===== config.mk =====
export PLATFORM = sky130hd
export DESIGN_NAME = vote_booth_arbiter_flat
export DESIGN_NICKNAME = d
export VERILOG_FILES = /design/src/rtl/vote_booth_arbiter_if.sv /design/src/rtl/vote_booth_arbiter.sv /design/src/flat_wrapper.sv
export SDC_FILE = /design/constraint.sdc
export NUM_CORES = 1
export LEC_CHECK = 0
export BUFFER_PORTS_ARGS = -buffer_cell sky130_fd_sc_hd__buf_2
export CAP_MARGIN = 20
export CORE_UTILIZATION = 50
export DETAILED_ROUTE_END_ITERATION = 10
export PLACE_DENSITY = 0.75
export SLEW_MARGIN = 20
export SYNTH_ARGS = -nofsm -noshare
export SYNTH_HDL_FRONTEND = slang
export SYNTH_SLANG_ARGS = --single-unit

===== constraint.sdc =====
create_clock -name clk -period 2.6 [get_ports clk]
set_clock_uncertainty 0.1 [all_clocks]
set_input_delay 0.13 -clock clk [delete_from_list [all_inputs] [get_ports clk]]
set_output_delay 0.13 -clock clk [all_outputs]
set_load 0.02 [all_outputs]

===== src/rtl/vote_booth_arbiter_if.sv =====
// Booth/counter handshake bundle for vote_booth_arbiter.
// master: the arbiter (drives grants, pulses and the ballot offer).
// slave : the booths plus the vote counter (drive requests, codes, ready).
interface vote_booth_arbiter_if #(
    parameter int unsigned N_BOOTH = 4,
    parameter int unsigned CAND_W  = 4
);
    logic [N_BOOTH-1:0]        booth_req;
    logic [N_BOOTH*CAND_W-1:0] booth_code;
    logic [N_BOOTH-1:0]        grant;
    logic [N_BOOTH-1:0]        booth_ack;
    logic [N_BOOTH-1:0]        booth_nack;
    logic                      vote_valid;
    logic [CAND_W-1:0]         vote_code;
    logic                      vote_ready;

    modport master (
        input  booth_req, booth_code, vote_ready,
        output grant, booth_ack, booth_nack, vote_valid, vote_code
    );

    modport slave (
        output booth_req, booth_code, vote_ready,
        input  grant, booth_ack, booth_nack, vote_valid, vote_code
    );
endinterface


===== src/rtl/vote_booth_arbiter.sv =====
// vote_booth_arbiter: round-robin sharing of the vote counter ballot port
// between N_BOOTH booths. One booth is granted at a time, its code is latched
// and offered over valid/ready, and the booth gets a one-cycle ack or nack.
// Optional build macro VOTE_ARB_LOCKOUT_EN: a served booth stays ineligible
// until its request has been sampled low, so a held key cannot vote twice.
module vote_booth_arbiter #(
    parameter int unsigned N_BOOTH = 4,
    parameter int unsigned CAND_W  = 4,
    parameter int unsigned TMO     = 255
) (
    input  logic                 clk,
    input  logic                 Power,
    input  logic                 Close,
    input  logic                 Clear,
    vote_booth_arbiter_if.master bus,
    output logic                 busy,
    output logic                 err_tmo,
    output logic [7:0]           rej_cnt
);

    localparam int unsigned IDX_W = $clog2(N_BOOTH);
    localparam int unsigned CNT_W = $clog2(TMO + 1);

    typedef enum logic [1:0] {
        IDLE    = 2'd0,
        ISSUE   = 2'd1,
        RELEASE = 2'd2
    } state_t;

    state_t             state;
    logic [N_BOOTH-1:0] req_q;
    logic [N_BOOTH-1:0] eligible_c;
    logic [IDX_W-1:0]   ptr;
    logic [IDX_W-1:0]   owner;
    logic [IDX_W-1:0]   pick_idx_c;
    logic               pick_any_c;
    logic [CAND_W-1:0]  pick_code_c;
    logic [CNT_W-1:0]   wait_cnt;
    logic               ack_now_c;
    logic               tmo_now_c;
    logic               nack_now_c;

    // Sample booth requests; arbitration works on the registered copy
    always_ff @(posedge clk or posedge Power) begin
        if (Power) begin
            req_q <= '0;
        end else begin
            req_q <= bus.booth_req;
        end
    end

`ifdef VOTE_ARB_LOCKOUT_EN
    logic [N_BOOTH-1:0] locked;

    // Lock a just-served booth until its request has been sampled low
    always_ff @(posedge clk or posedge Power) begin
        if (Power) begin
            locked <= '0;
        end else begin
            locked <= (locked | bus.booth_ack | bus.booth_nack) & req_q;
        end
    end

    assign eligible_c = req_q & ~locked;
`else
    assign eligible_c = req_q;
`endif

    // Round-robin pick: first eligible booth searching upward from ptr+1
    always_comb begin
        int unsigned j;
        j          = 0;
        pick_any_c = 1'b0;
        pick_idx_c = '0;
        for (int unsigned i = 1; i <= N_BOOTH; i++) begin
            j = (32'(ptr) + i) % N_BOOTH;
            if (!pick_any_c && eligible_c[IDX_W'(j)]) begin
                pick_any_c = 1'b1;
                pick_idx_c = IDX_W'(j);
            end
        end
    end

    // Code presented by the picked booth
    always_comb begin
        pick_code_c = '0;
        for (int unsigned i = 0; i < N_BOOTH; i++) begin
            if (pick_idx_c == IDX_W'(i)) begin
                pick_code_c = bus.booth_code[i*CAND_W +: CAND_W];
            end
        end
    end

    // Outcome of the current ISSUE cycle: handshake, empty ballot or timeout
    always_comb begin
        ack_now_c  = (state == ISSUE) && bus.vote_valid && bus.vote_ready;
        tmo_now_c  = (state == ISSUE) && bus.vote_valid && !bus.vote_ready &&
                     (wait_cnt == CNT_W'(TMO - 1));
        nack_now_c = ((state == ISSUE) && (bus.vote_code == '0)) || tmo_now_c;
    end

    // Arbitration FSM: grant, issue to the counter, release and advance ptr
    always_ff @(posedge clk or posedge Power) begin
        if (Power) begin
            state          <= IDLE;
            ptr            <= IDX_W'(N_BOOTH - 1);
            owner          <= '0;
            wait_cnt       <= '0;
            busy           <= 1'b0;
            err_tmo        <= 1'b0;
            rej_cnt        <= '0;
            bus.grant      <= '0;
            bus.booth_ack  <= '0;
            bus.booth_nack <= '0;
            bus.vote_valid <= 1'b0;
            bus.vote_code  <= '0;
        end else begin
            bus.booth_ack  <= '0;
            bus.booth_nack <= '0;
            case (state)
                IDLE: begin
                    if (!Close && pick_any_c) begin
                        owner          <= pick_idx_c;
                        bus.grant      <= N_BOOTH'(1) << pick_idx_c;
                        bus.vote_code  <= pick_code_c;
                        bus.vote_valid <= (pick_code_c != '0);
                        wait_cnt       <= '0;
                        busy           <= 1'b1;
                        state          <= ISSUE;
                    end
                end
                ISSUE: begin
                    if (ack_now_c || nack_now_c) begin
                        bus.booth_ack  <= ack_now_c  ? bus.grant : '0;
                        bus.booth_nack <= nack_now_c ? bus.grant : '0;
                        bus.grant      <= '0;
                        bus.vote_valid <= 1'b0;
                        state          <= RELEASE;
                    end else begin
                        wait_cnt <= wait_cnt + CNT_W'(1);
                    end
                end
                RELEASE: begin
                    ptr   <= owner;
                    busy  <= 1'b0;
                    state <= IDLE;
                end
                default: begin
                    bus.grant      <= '0;
                    bus.vote_valid <= 1'b0;
                    busy           <= 1'b0;
                    state          <= IDLE;
                end
            endcase

            // Clear beats a coinciding nack
            if (Clear) begin
                err_tmo <= 1'b0;
                rej_cnt <= '0;
            end else if (nack_now_c) begin
                if (tmo_now_c) begin
                    err_tmo <= 1'b1;
                end
                if (rej_cnt != 8'hFF) begin
                    rej_cnt <= rej_cnt + 8'(1);
                end
            end
        end
    end

endmodule

===== src/flat_wrapper.sv =====
// flat-port wrapper written by rule: the top's interface ports become plain ports
module vote_booth_arbiter_flat 
#(
    parameter int unsigned N_BOOTH = 4,
    parameter int unsigned CAND_W  = 4,
    parameter int unsigned TMO     = 255
)
  (clk, Power, Close, Clear, busy, err_tmo, rej_cnt, bus_booth_req, bus_booth_code, bus_vote_ready, bus_grant, bus_booth_ack, bus_booth_nack, bus_vote_valid, bus_vote_code);
  vote_booth_arbiter_if #(.N_BOOTH(N_BOOTH), .CAND_W(CAND_W)) bus_i ();
  input  logic clk;
  input  logic Power;
  input  logic Close;
  input  logic Clear;
  output logic busy;
  output logic err_tmo;
  output logic [7:0] rej_cnt;
  input wire logic [$bits(bus_i.booth_req)-1:0] bus_booth_req;
  input wire logic [$bits(bus_i.booth_code)-1:0] bus_booth_code;
  input wire logic [$bits(bus_i.vote_ready)-1:0] bus_vote_ready;
  output wire logic [$bits(bus_i.grant)-1:0] bus_grant;
  output wire logic [$bits(bus_i.booth_ack)-1:0] bus_booth_ack;
  output wire logic [$bits(bus_i.booth_nack)-1:0] bus_booth_nack;
  output wire logic [$bits(bus_i.vote_valid)-1:0] bus_vote_valid;
  output wire logic [$bits(bus_i.vote_code)-1:0] bus_vote_code;
  assign bus_i.booth_req = bus_booth_req;
  assign bus_i.booth_code = bus_booth_code;
  assign bus_i.vote_ready = bus_vote_ready;
  assign bus_grant = bus_i.grant;
  assign bus_booth_ack = bus_i.booth_ack;
  assign bus_booth_nack = bus_i.booth_nack;
  assign bus_vote_valid = bus_i.vote_valid;
  assign bus_vote_code = bus_i.vote_code;
  vote_booth_arbiter #(.N_BOOTH(N_BOOTH), .CAND_W(CAND_W), .TMO(TMO)) u_core (.clk(clk), .Power(Power), .Close(Close), .Clear(Clear), .bus(bus_i), .busy(busy), .err_tmo(err_tmo), .rej_cnt(rej_cnt));
endmodule

== Word-level counts from Yosys, hierarchy flattened ==
Index checks and enable logic that the tools add are counted.

* Reduce and logical (&&, ||, !) cells: 31
* $mul: 0
* Add/sub/neg operators: 6
* Bitwise gates (word level): 2
* Divide/modulo/power cells: 0
* Multiplexer cells: 46
* Magnitude comparators: 4
* Equal/unequal tests: 10
* Shifts and indexed selects: 1

{| class="wikitable"
|+ Operator list
! kind !! count
|-
| $mux 4 || 12
|-
| $mux 8 || 5
|-
| $add 8x1->8 const B || 2
|-
| $pmux 8 s2 || 1
|-
| $mux 1 || 14
|-
| $lt 2x3->1 const B || 4
|-
| $mux 2 || 6
|-
| $pmux 4 s3 || 1
|-
| $reduce_and 2->1 || 5
|-
| $logic_and 1x1->1 || 9
|-
| $bmux 1 s2 || 4
|-
| $eq 8x8->1 const B || 1
|-
| $ne 8x8->1 const B || 1
|-
| $reduce_bool 2->1 || 4
|-
| $eq 2x2->1 const B || 3
|-
| $reduce_and 3->1 || 2
|-
| $logic_not 1->1 || 5
|-
| $add 2x1->2 const B || 2
|-
| $add 2x2->2 const B || 2
|-
| $eq 2x1->1 const B || 2
|-
| $logic_not 2->1 || 2
|-
| $logic_not 4->1 || 1
|-
| $ne 2x2->1 const B || 2
|-
| $pmux 2 s2 || 1
|-
| other kinds (7) || 9
|}

* Input port bits: 25
* Bits in read-only memories: 0
* Latch bits: 0
* Memories kept: 0
* Memory bits (writable): 0
* Output and inout port bits: 27
* Logic and storage cells: 113
* Flip-flop bits (word level): 45

== Depth between registers and ports, before layout ==
Gate-level depths: netlist (run 1).

* Depth after elaboration: 21
* Depth in mapped cells: 8
* Mapped depth without buffers: 8

== Least setup slack after synthesis (run 1) ==
No wires, ideal clock.

* Path type: register -> register
* Start point: register u_core.wait_cnt[0]
* End point: register u_core.wait_cnt[5]
* Slack: 657 ps
* Clock period less this slack: 1943 ps
* Arrival: 1721 ps
* Buffers on the path: 0
* Setup time: 122 ps
* Cell stages (with the launch flop): 9
* Required time: 2378 ps
* Cells stage by stage: dfrtp_1 > inv_1 > ha_1 > and3b_1 > a31oi_1 > o211ai_2 > or3_1 > nand3_1 > o21ai_1

* Word-level cells in the longest chain between the ends: 6
* Elaborated cells on any way between the ends: 9
* Those cells by class: add/sub (1); eq/ne (2); mux (2); reduce/logical (4)

{| class="wikitable"
|+ RTL lines
! item !! line !! RTL
|-
| start: declaration || vote_booth_arbiter.sv:38 || <nowiki>logic [CNT_W-1:0] wait_cnt;</nowiki>
|-
| start signal: assignment || vote_booth_arbiter.sv:140 || <nowiki>wait_cnt <= wait_cnt + CNT_W'(1);</nowiki>
|-
| branches (longest 6 deep; another with $add 8x1->8) || n/a ||
|}

Several ways; the timed one is not identified. The select of a mux whose other input is x is not followed.
A chain may end at the register's enable or synchronous reset.

== Worst setup path after layout (run 1) ==
Ends and elaborated chain as after synthesis.

==> summary.md, run 1 <==
| Metric | Value |
|---|---|
| Final setup fails | 0 |
| I/O pin total | 52 |
| Worst Path Max Fanout | 6 |
| Chip height | 67.4 um |
| Post-CTS Resized | 0 |
| Vias per cell | 5.26 |
| PwrDens | 877 nW/um^2 |
| Layout cells sized above 1 | 29.8% |
| Layout area overhead | 20.7% |
| Dpl ws | 0.464 ns |
| CP bufs+invs | 1 |
| Post-Route WL | 4070 um |
| Pin count of the biggest net entering global routing | 46 |
| Nets | 282 |
| Number of flops mapped to enable cells by yosys | 0 |
| Fillers | 336 |
| Total core area | 4060 um^2 |
| Cell family with most CP delay | simple AND/OR/NAND/NOR gates |
| Maximum root-to-sink buffer count | 2 |
| Sequential area share after synthesis | 52.7% |
| Non-filler cells, final | 305 |
| Global-route wire length before repair | 6770 um |
| Hold Path Class | in2reg |
| Initial antenna violation count | 0 |
| Avg Inst Size Synth | 11.1 um^2 |
| Slew @ Worst Pin | 0.540 ns |
| Drt first pass iters | 4 |
| DRC | 0 |
| Slew HR | 64.0% |
| Clock transition at path regs | 0.08 ns |
| Detail Route Antenna Nets | 0 |
| Outcome | finished clean |
| Fraction of registers with async set/reset | 100% |
| Largest area contributor in the synthesized netlist | dfrtp_1 |
| Yosys reg bits | 45 |
| Worst setup SP type | flip-flop |
| FP Rows | 23 |
| Antenna diodes | 0 |
| CTS Buf Count | 5 |
| Num Clock Sinks | 45 |
| WP depth | 8 |
| Synth cell types | 43 |
| Die area | 4550 um^2 |
| Kind of critical path | reg2reg |
| Unrepaired setup endpoints after global routing | false |
| Slowest CP cell | dfrtp_1 |
| LEAKAGE | 1.32 nW |
| Crit-path max cell delay | 0.43 ns |
| Placer Congestion | 0.821 |
| Synth area leaders | dfrtp_1 (50%), mux2i_1 (4.7%), xor2_1 (3.3%) |
| Final worst slack | 0.457 ns |
| CTS tree | done |
| Clk root buf | clkbuf_8 |
| Cell count after placement | 292 |
| Gate Count Post-Synth | 193 |
| Most common cell in the netlist | dfrtp_1 |
| Post-synth design cell area | 2140 um^2 |
| Synth Net Count | 221 |
| VDD IR-drop max | 0.548 mV |
| Initial DRC count | 99 |
| Final core occ | 63.7% |
| Setup TNS | 0 ns |
| Vias in the first global route | 1537 |
| GRT Total Usage | 20.2% |
| Cell-by-cell trace of the critical path | inv_1 -> ha_1 -> and3b_1 -> a31oi_1 -> o211ai_2 -> or3_1 -> nand3_1 -> o21ai_1 |
| Starting Density | 52.8% |
| H-tree depth | 2 |
| Clk Latency, worst-skew pair | 0.29 ns |
| Worst Hold Depth | 2 |
| Total of max-cap violations | 0 |
| Period utilization | 82.4% |
| Routed len/inst | 13.3 um |
| Vias | 1604 |
| Die Span X | 67.4 um |
| Slew Limit Fails | 0 |
| Synth Warn # | 0 |
| GRT overflow | 0 |
| Setup Fix Bufs, Post-CTS | 0 |
| Share of the synthesized area in the top cell type | 50.3% |
| Fmax | 467 MHz |
| Final Hold Viols | 0 |
| DP HPWL | 3000 um |
| FF-to-FF path depth | 8 |
| Synth cell count leaders | dfrtp_1 (43), nand2_1 (17), nor2_1 (15) |
| Min cycle time layout | 2.14 ns |
| Port bufs | 51 |
| CP required | 2.68 ns |
| Worst setup EP type | flip-flop |
| Most used flip-flop cell after synthesis | dfrtp_1 |
| Crit path DAT | 2.22 ns |
## placed cells by master, fill, tap and decap left out, types with 2 or more instances in the layout
cell | Yosys | final
buf_2 | 2 | 51
dfrtp_1 | 43 | 43
nand2_1 | 17 | 17
nor2_1 | 15 | 15
o21ai_1 | 12 | 12
mux2i_1 | 10 | 10
and2_1 | 10 | 10
inv_1 | 8 | 8
xor2_1 | 8 | 8
nand3_1 | 7 | 7
nand4_1 | 6 | 6
mux2_2 | 5 | 5
clkbuf_8 | 0 | 5
dlygate4sd3_1 | 0 | 5
nand2b_1 | 3 | 3
nor2b_1 | 3 | 3
nor3_1 | 3 | 3
and3_1 | 3 | 3
a22o_1 | 3 | 3
ha_1 | 3 | 3
buf_4 | 0 | 3
a21oi_1 | 2 | 2
nor4_1 | 2 | 2
mux2_1 | 2 | 2
a31oi_1 | 2 | 2
xnor2_1 | 2 | 2
clkinv_2 | 0 | 2
dfstp_2 | 2 | 2
## power breakdown
part	total (mW)	internal, mW	switching (mW)	leakage (nW)
Clock	0.403	0.186	0.217	0.0450
Sequential	1.02	0.862	0.159	0.591
Combinational	0.842	0.342	0.499	0.679
Total	2.27	1.39	0.875	1.32
## worst reg2reg max path, stage by stage (launching register included)
cell	delay, ns
dfrtp_1	0.43
inv_1	0.07
ha_1	0.20
and3b_1	0.21
a31oi_1	0.28
o211ai_2	0.16
or3_1	0.43
nand3_1	0.09
o21ai_1	0.06
## repair_timing
action	in CTS	in global routing
setup endpoints to repair	0	0
hold endpoints to repair	47	0
hold buffers	5	0
## registers in the layout (all words and copies together), names as in the netlist, 2 cells and up
| signal | flops |
|---|---|
| u_core.bus.booth_ack | 4 |
| u_core.bus.booth_nack | 4 |
| u_core.bus.grant | 4 |
| u_core.bus.vote_code | 4 |
| u_core.eligible_c | 4 |
| u_core.owner | 2 |
| u_core.ptr | 2 |
| u_core.rej_cnt | 8 |
| u_core.state | 2 |
| u_core.wait_cnt | 8 |
## metal layers
layer	wire length (um)	track usage, %	up-vias
met5	0	0	-
met4	43	6.65	0
met3	114	3.55	5
met2	2020	34.4	29
met1	1890	25.8	772
li1	-	-	798
## stage by stage
step	cell area [um^2]	hold slack (ns)	power, mW
3_3_place_gp	2450	0.138	1.86
6_report	2580	0.0244	2.27
4_1_cts	2580	0.0256	2.29
2_1_floorplan	2140	0.0614	1.62
3_5_place_dp	2450	0.140	1.88
5_1_grt	2580	0.0299	2.42
## worst paths after layout
path	from	endpoint	slack, ns
min reg2reg	u_core.owner[0]	u_core.owner[0]	0.40
max reg2reg	u_core.wait_cnt[0]	u_core.wait_cnt[5]	0.46
max in group asynchronous	Power	u_core.ptr[1]	1.60
min in group asynchronous	Power	u_core.bus.booth_ack[3]	0.42
max	u_core.wait_cnt[0]	u_core.wait_cnt[5]	0.46
min	Clear	u_core.rej_cnt[7]	0.02
## layout make-up
cell class,count,area (um^2),share of cell area (%)
Sequential cell,45,1130,43.7
Multi-Input combinational cell,135,953,36.9
Timing Repair Buffer,59,328,12.7
Clock buffer,6,72.6,2.81
Tap cell,50,62.6,2.42
Inverter,8,30.0,1.16
Clock inverter,2,10.0,0.387
## cell families (layout without fill, tap and decap cells)
group	count (synthesis)	in the layout	synth area share, %
and+or+nand+nor	77	77	19.7
DFF	45	45	52.7
AOI/OAI and AO/OA	28	28	10.6
muxes	17	17	8.36
buffers and inverters	13	75	2.75
xor gates and xnor gates	10	10	4.09
adders and majority gates	3	3	1.75
(Power assumes the default switching activity.)
==> run 2, diff against run 1 <==
--- a/config.mk
+++ b/config.mk
@@ -5,11 +5,12 @@
 export SDC_FILE = /design/constraint.sdc
 export NUM_CORES = 1
 export LEC_CHECK = 0
+export ABC_AREA = 1
 export BUFFER_PORTS_ARGS = -buffer_cell sky130_fd_sc_hd__buf_2
 export CAP_MARGIN = 20
-export CORE_UTILIZATION = 50
+export CORE_UTILIZATION = 49
 export DETAILED_ROUTE_END_ITERATION = 10
-export PLACE_DENSITY = 0.75
+export PLACE_DENSITY = 0.76
 export SLEW_MARGIN = 20
 export SYNTH_ARGS = -nofsm -noshare
 export SYNTH_HDL_FRONTEND = slang
==> constraint.sdc (replaced) <==
create_clock -name clk -period 1.95 [get_ports clk]
set_clock_uncertainty 0.1 [all_clocks]
set_input_delay 0.0975 -clock clk [delete_from_list [all_inputs] [get_ports clk]]
set_output_delay 0.0975 -clock clk [all_outputs]
set_load 0.02 [all_outputs]
==> run 2 against run 1 <==
- the flow now finishes with violations (negative setup slack)
- combinational power rose to 4.5 times the previous value
- flip-flop and latch count did not move
- sequential share of layout area fell by 11 points
==> summary.md, run 2 <==
| Metric | Value |
|---|---|
| Outcome | finished, violations left |
| Failing checks | negative setup slack |
| Synth cell count leaders | nand2_1 (66), dfrtp_1 (43), inv_1 (32) |
| Cell family with most CP delay | simple AND/OR/NAND/NOR gates |
| Starting Density | 52.8% |
| Post-synth design cell area | 2380 um^2 |
| PwrDens | 1640 nW/um^2 |
| Fmax | 439 MHz |
| Period utilization | 117% |
| Synth Net Count | 316 |
| Slew Limit Fails | 0 |
| FF-to-FF path depth | 16 |
| Total of max-cap violations | 0 |
| Pin count of the biggest net entering global routing | 46 |
| Slew @ Worst Pin | 0.568 ns |
| Worst Hold Depth | 5 |
| LEAKAGE | 1.75 nW |
| Unrepaired setup endpoints after global routing | true |
| Min cycle time layout | 2.28 ns |
| Worst setup SP type | flip-flop |
| Reg2reg setup slack | -0.33 ns |
| DP HPWL | 3940 um |
| Vias per cell | 5.19 |
| Die area | 5140 um^2 |
| Terminus of the critical flop-to-flop path | u_core.bus.vote_valid |
| Chip height | 71.7 um |
| Routed len/inst | 13.8 um |
| Detail Route Antenna Nets | 0 |
| Non-filler cells, final | 449 |
| FP Rows | 24 |
| Placer Congestion | 0.901 |
| Gate Count Post-Synth | 288 |
| Setup TNS | -3.06 ns |
| Global-route wire length before repair | 9560 um |
| Power share of the combinational group | 66.3% |
| Sequential area share after synthesis | 47.4% |
| GRT overflow | 0 |
| DRC | 0 |
| Switch Pwr | 2.59 mW |
| Most common cell after layout, fill and taps aside | nand2_1 |
| CTS tree | done |
| Maximum root-to-sink buffer count | 2 |
| Clk root buf | clkbuf_8 |
| Die Span X | 71.7 um |
| Fraction of registers with async set/reset | 100% |
| Yosys reg bits | 45 |
| VDD IR-drop max | 0.875 mV |
| Initial DRC count | 114 |
| Hold Path End | u_core.bus.vote_code[0] |
| Layout area overhead | 44.5% |
| Avg Inst Size Synth | 8.26 um^2 |
| Final worst slack | -0.327 ns |
| CP required | 2.06 ns |
| Vias | 2330 |
| Clock power frac | 10.5% |
| Final Hold Viols | 0 |
| Worst Path Max Fanout | 4 |
| Slew HR | 62.2% |
| Initial antenna violation count | 0 |
| CP bufs+invs | 3 |
| Num Clock Sinks | 45 |
| Clock transition at path regs | 0.10 ns |
| Power Internal | 3.07 mW |
| Switching portion of total power | 45.8% |
| R2r startpoint | u_core.ptr[0] |
| Most frequent cells in the layout | nand2_1 (52), buf_2 (51), dfrtp_1 (43), buf_4 (35), inv_1 (28) |
| Total core area | 4500 um^2 |
| Most used flip-flop cell after synthesis | dfrtp_1 |
| Largest area contributor in the synthesized netlist | dfrtp_1 |
| Clk Latency, worst-skew pair | 0.30 ns |
| Antenna diodes | 0 |
| Nets | 424 |
| Hold Path Class | in2reg |
| Layout cells sized above 1 | 46.3% |
| Port bufs | 51 |
| Sequential share of power | 23.2% |
| Most common cell in the netlist | nand2_1 |
| Drt first pass iters | 4 |
| Worst Hold Launch | bus_booth_code[12] |
| Synth Warn # | 0 |
| H-tree depth | 2 |
| Vias in the first global route | 2239 |
| Crit path DAT | 2.38 ns |
| Slowest CP cell | dfstp_2 |
| Post-Route WL | 6220 um |
| CTS Buf Count | 5 |
| I/O pin total | 52 |
| Synth area leaders | dfrtp_1 (45%), nand2_1 (10%), inv_1 (5.0%) |
| Crit-path max cell delay | 0.57 ns |
| Cell-by-cell trace of the critical path | buf_4 -> nand2_2 -> nand2_4 -> nand2_4 -> nand2_4 -> nor2_1 -> nor2_1 -> nand2_2 -> buf_4 -> buf_4 -> nand4_1 -> nand4_1 -> nor2_1 -> nand2_1 -> nand2_1 -> nand2_1 |
| Largest registers | u_core.rej_cnt: 8 flops, u_core.wait_cnt: 8 flops |
| Cell count after placement | 413 |
| Kind of critical path | reg2reg |
| Share of the synthesized area in the top cell type | 45.2% |
| Synth cell types | 34 |
| GRT Total Usage | 23.9% |
| Final setup fails | 21 |
| Worst setup EP type | flip-flop |
| Number of flops mapped to enable cells by yosys | 0 |
==> run 2: cell count changes after synthesis, moves of 11 or more <==
cell     previous run  this run
o21ai_1            12         1
inv_1               8        32
o21ai_0             1        15
nand2_1            17        66
nand3_1             7        21
nor2_1             15        26
==> run 2: logic make-up (layout without fill, tap and decap cells) <==
kind of cell | count (synthesis) | in the layout | share of synthesized area (%)
XOR/XNOR | 4 | 4 | 1.47
flip-flops | 45 | 45 | 47.4
multiplexers | 1 | 1 | 0.473
AO/OA/AOI/OAI | 33 | 33 | 7.78
adder cells (fa/ha/maj) | 3 | 3 | 1.58
buffers and inverters | 47 | 156 | 9.10
AND/OR/NAND/NOR | 155 | 155 | 32.2
==> run 2: tightest hold or removal path, cell delays in order <==
cell,delay (ns)
buf_2,0.09
nand2_1,0.05
nand2_1,0.07
nand2_1,0.05
o21ai_1,0.06
==> run 2: stage by stage <==
stage | total power [mW] | instance area [um^2] | hold WS (ns) | utilization (%) | setup WS, ns
2_1_floorplan | 3.10 | 2390 | 0.0289 | - | -0.0755
3_3_place_gp | 3.89 | 2870 | 0.106 | 63.7 | -0.149
3_5_place_dp | 3.96 | 2870 | 0.109 | 63.7 | -0.237
4_1_cts | 5.26 | 3280 | 0.0247 | 72.8 | -0.219
5_1_grt | 6.00 | 3440 | 0.0576 | 76.4 | -0.443
6_report | 5.66 | 3440 | 0.0433 | 76.4 | -0.327
==> run 2: final cells by class <==
type,count,area [um^2]
inverters,41,178
flip-flops and latches,45,1130
well taps,52,65.1
fillers,299,1060
repair buffers,106,736
clock buffers,5,68.8
multi-input cells,196,1230
repair inverters,1,6.26
clock inverters,3,25.0
==> run 2: repair_timing <==
item,CTS,global route
hold endpoints to repair,54,0
endpoints found under the setup margin,22,26
hold buffers,6,0
buffers inserted,15,7
gates resized for setup,48,35
pin swaps,13,20
cloned,1,0
==> run 2: metal layers <==
metal | vias up | GRT usage, % | wire [um]
met3 | 10 | 4.64 | 254
met2 | 70 | 41.2 | 3220
li1 | 1130 | - | -
met4 | 0 | 8.50 | 93
met5 | - | 0 | 0
met1 | 1120 | 30.0 | 2650
==> run 2: power by group through the flow <==
stage / Combinational (mW) / Clock (mW) / Sequential [mW]
floorplan: 1.69 / 0 / 1.41
global placement: 2.57 / 0 / 1.33
detailed placement: 2.63 / 0 / 1.33
CTS: 3.34 / 0.614 / 1.30
global route: 4.03 / 0.637 / 1.33
finish: 3.75 / 0.594 / 1.31
==> run 2: worst max path at each step <==
stage / start / endpoint / slack, ns / cells after the start
2_1_floorplan: u_core.ptr[0] / u_core.bus.vote_valid / -0.08 / 17
3_3_place_gp: u_core.ptr[0] / u_core.bus.vote_valid / -0.15 / 16
3_5_place_dp: u_core.ptr[0] / u_core.bus.vote_valid / -0.24 / 16
4_1_cts: u_core.ptr[0] / u_core.bus.vote_valid / -0.22 / 17
5_1_grt: u_core.ptr[0] / u_core.bus.vote_valid / -0.44 / 17
6_report: u_core.ptr[0] / u_core.bus.vote_valid / -0.33 / 16
==> run 3, diff against run 2 <==
--- a/config.mk
+++ b/config.mk
@@ -8,9 +8,9 @@
 export ABC_AREA = 1
 export BUFFER_PORTS_ARGS = -buffer_cell sky130_fd_sc_hd__buf_2
 export CAP_MARGIN = 20
-export CORE_UTILIZATION = 49
+export CORE_UTILIZATION = 50
 export DETAILED_ROUTE_END_ITERATION = 10
-export PLACE_DENSITY = 0.76
+export PLACE_DENSITY = 0.74
 export SLEW_MARGIN = 20
 export SYNTH_ARGS = -nofsm -noshare
 export SYNTH_HDL_FRONTEND = slang
==> constraint.sdc (replaced) <==
create_clock -name clk -period 2.6 [get_ports clk]
set_clock_uncertainty 0.1 [all_clocks]
set_input_delay 0.13 -clock clk [delete_from_list [all_inputs] [get_ports clk]]
set_output_delay 0.13 -clock clk [all_outputs]
set_load 0.02 [all_outputs]
==> run 3 against run 2 <==
- non-clock buffer count shrank 47
- sequential share of layout area grew 7.2 points
- critical path depth shrank 5
- first-iteration DRC count unchanged
- design area is 18% lower
- cell count shrank 11%
- die area shrank 1.9%
- utilization fell by 13 points
- the run ends with design-rule violations left
- worst hold slack better by 0.030 ns
- critical path type unchanged
- fmax up 1.1%
- flip-flop and latch count unchanged
- sequential power is 23% lower
==> summary.md, run 3 (synthesis gave the netlist of run 2 again) <==
| Metric | Value |
|---|---|
| Outcome | finished, violations left |
| Failing checks | design-rule violations |
| Maximum root-to-sink buffer count | 2 |
| I/O pin total | 52 |
| Slew @ Worst Pin | 0.546 ns |
| PwrDens | 1090 nW/um^2 |
| Switch Pwr | 1.50 mW |
| Die area | 5040 um^2 |
| Clk root buf | clkbuf_8 |
| Setup TNS | 0 ns |
| LEAKAGE | 1.45 nW |
| Vias per cell | 5.09 |
| FP Rows | 24 |
| Min cycle time layout | 2.25 ns |
| Hold slack final | 0.0731 ns |
| Starting Density | 53.2% |
| Hold Path Class | in2reg |
| Routed len/inst | 12.2 um |
| VDD IR-drop max | 0.474 mV |
| Final Hold Viols | 0 |
| Sequential share of power | 32.8% |
| Power Internal | 1.57 mW |
| DP HPWL | 3580 um |
| CP required | 2.69 ns |
| Crit-path max cell delay | 0.66 ns |
| Vias in the first global route | 1939 |
| GRT overflow | 0 |
| Layout cells sized above 1 | 27.5% |
| CTS Buf Count | 5 |
| Switching portion of total power | 48.7% |
| Final instance area | 2820 um^2 |
| Clock power frac | 14.9% |
| Fmax | 444 MHz |
| Slowest CP cell | dfstp_2 |
| Slew HR | 63.6% |
| Final setup fails | 0 |
| Most common cell after layout, fill and taps aside | nand2_1 |
| Pin count of the biggest net entering global routing | 46 |
| Die Span X | 71.0 um |
| Cell mode on critical path | nand2_1 |
| Cell-by-cell trace of the critical path | nand2_1 -> nand2_4 -> nand2_1 -> nand2_1 -> inv_2 -> nand4_1 -> nand3_1 -> o21ai_2 -> nand3_1 -> o21ai_0 -> a21oi_1 |
| Worst setup SP type | flip-flop |
| Power share of the combinational group | 52.3% |
| Total core area | 4470 um^2 |
| Setup Fix Bufs, Post-CTS | 0 |
| Post-Route WL | 4870 um |
| Met1 usage | 27.7% |
| PnR Total Power | 3.07 mW |
| Layout area overhead | 18.5% |
| Global-route wire length before repair | 8410 um |
| Detail Route Antenna Nets | 0 |
| Placed cell areas | 2670 um^2 |
| GR Util met2 | 36.0% |
| Chip height | 71.0 um |
| Vias | 2041 |
| Clk Latency, worst-skew pair | 0.31 ns |
| Drt first pass iters | 7 |
| Unrepaired setup endpoints after global routing | false |
| Nets | 376 |
| Placer Congestion | 0.870 |
| Worst setup EP type | flip-flop |
| Gr busiest metal | met2 |
| Worst Path Max Fanout | 9 |
| Total of max-cap violations | 0 |
| Port bufs | 51 |
| Clock transition at path regs | 0.09 ns |
| Initial DRC count | 114 |
| CTS tree | done |
| Slew Limit Fails | 0 |
| Met3 Use GR | 4.84% |
| Antenna diodes | 0 |
| H-tree depth | 2 |
| GRT Total Usage | 21.5% |
| Most frequent cells in the layout | nand2_1 (66), buf_2 (51), dfrtp_1 (43), inv_1 (31), nor2_1 (26) |
| Crit path DAT | 2.35 ns |
| Num Clock Sinks | 45 |
| DRC | 5 |
| Initial antenna violation count | 0 |
| Post-CTS Resized | 0 |
| Kind of critical path | reg2reg |
| Period utilization | 86.6% |
| Largest registers | u_core.rej_cnt: 8 flops, u_core.wait_cnt: 8 flops |
[run 3: cell count changes in the layout (fill, tap and decap cells not counted), moves of 4 or more]
cell	change
buf_4	-33
buf_6	-14
nand2_1	+14
o21ai_0	+11
nand2_2	-10
o21ai_1	-9
nand3_1	+7
nand3_2	-7
nand2_4	-4
[run 3: final cells by class]
| class | count | area (um^2) |
|---|---|---|
| clock buffers | 5 | 68.8 |
| inverters | 41 | 166 |
| well taps | 52 | 65.1 |
| flip-flops and latches | 45 | 1130 |
| fillers | 415 | 1660 |
| repair buffers | 59 | 330 |
| multi-input cells | 196 | 1030 |
| clock inverters | 3 | 25.0 |
[run 3: power groups by stage]
stage | registers, mW | logic [mW] | clock network, mW
2_1_floorplan | 1.06 | 1.26 | 0
3_3_place_gp | 1.01 | 1.58 | 0
3_5_place_dp | 1.02 | 1.61 | 0
4_1_cts | 1.01 | 1.62 | 0.473
5_1_grt | 1.03 | 1.83 | 0.498
6_report | 1.01 | 1.61 | 0.457
[run 3: final timing paths]
check	depth (start not counted)	startpoint	slack, ns	end
max	11	u_core.ptr[0]	0.35	u_core.wait_cnt[7]
min	5	bus_booth_code[12]	0.07	u_core.bus.vote_code[0]
max reg2reg	11	u_core.ptr[0]	0.35	u_core.wait_cnt[7]
min reg2reg	2	u_core.owner[0]	0.40	u_core.owner[0]
max in group asynchronous	4	Power	1.62	u_core.ptr[0]
min in group asynchronous	4	Power	0.40	u_core.bus.booth_nack[0]
[run 3: timing repair]
action,4_1_cts,5_1_grt
setup endpoints to repair,0,0
hold buffers,6,0
endpoints found under the hold margin,52,0
[run 3: metal layers]
metal  share of wire [%]  routed length, um  vias up
met5                   0                  0        -
met4                 1.2                 58        0
met1                  46               2240      943
met2                  48               2350       49
met3                 4.5                220        6
li1                    -                  -     1043
[run 3: per-stage QoR]
step	utilization [%]	cells	setup slack [ns]
finish	63.0	401	0.347
detailed placement	59.6	387	0.356
global route	63.0	401	0.131
floorplan	-	288	0.574
global placement	59.6	387	0.421
CTS	63.0	401	0.356
[run 3: critical path, delay by kind of cell (launching register included)]
kind                   cells  cell delay [ns]
AO/OA/AOI/OAI              3             0.47
buffers and inverters      1             0.05
AND/OR/NAND/NOR            7             0.86
flip-flops                 1             0.66
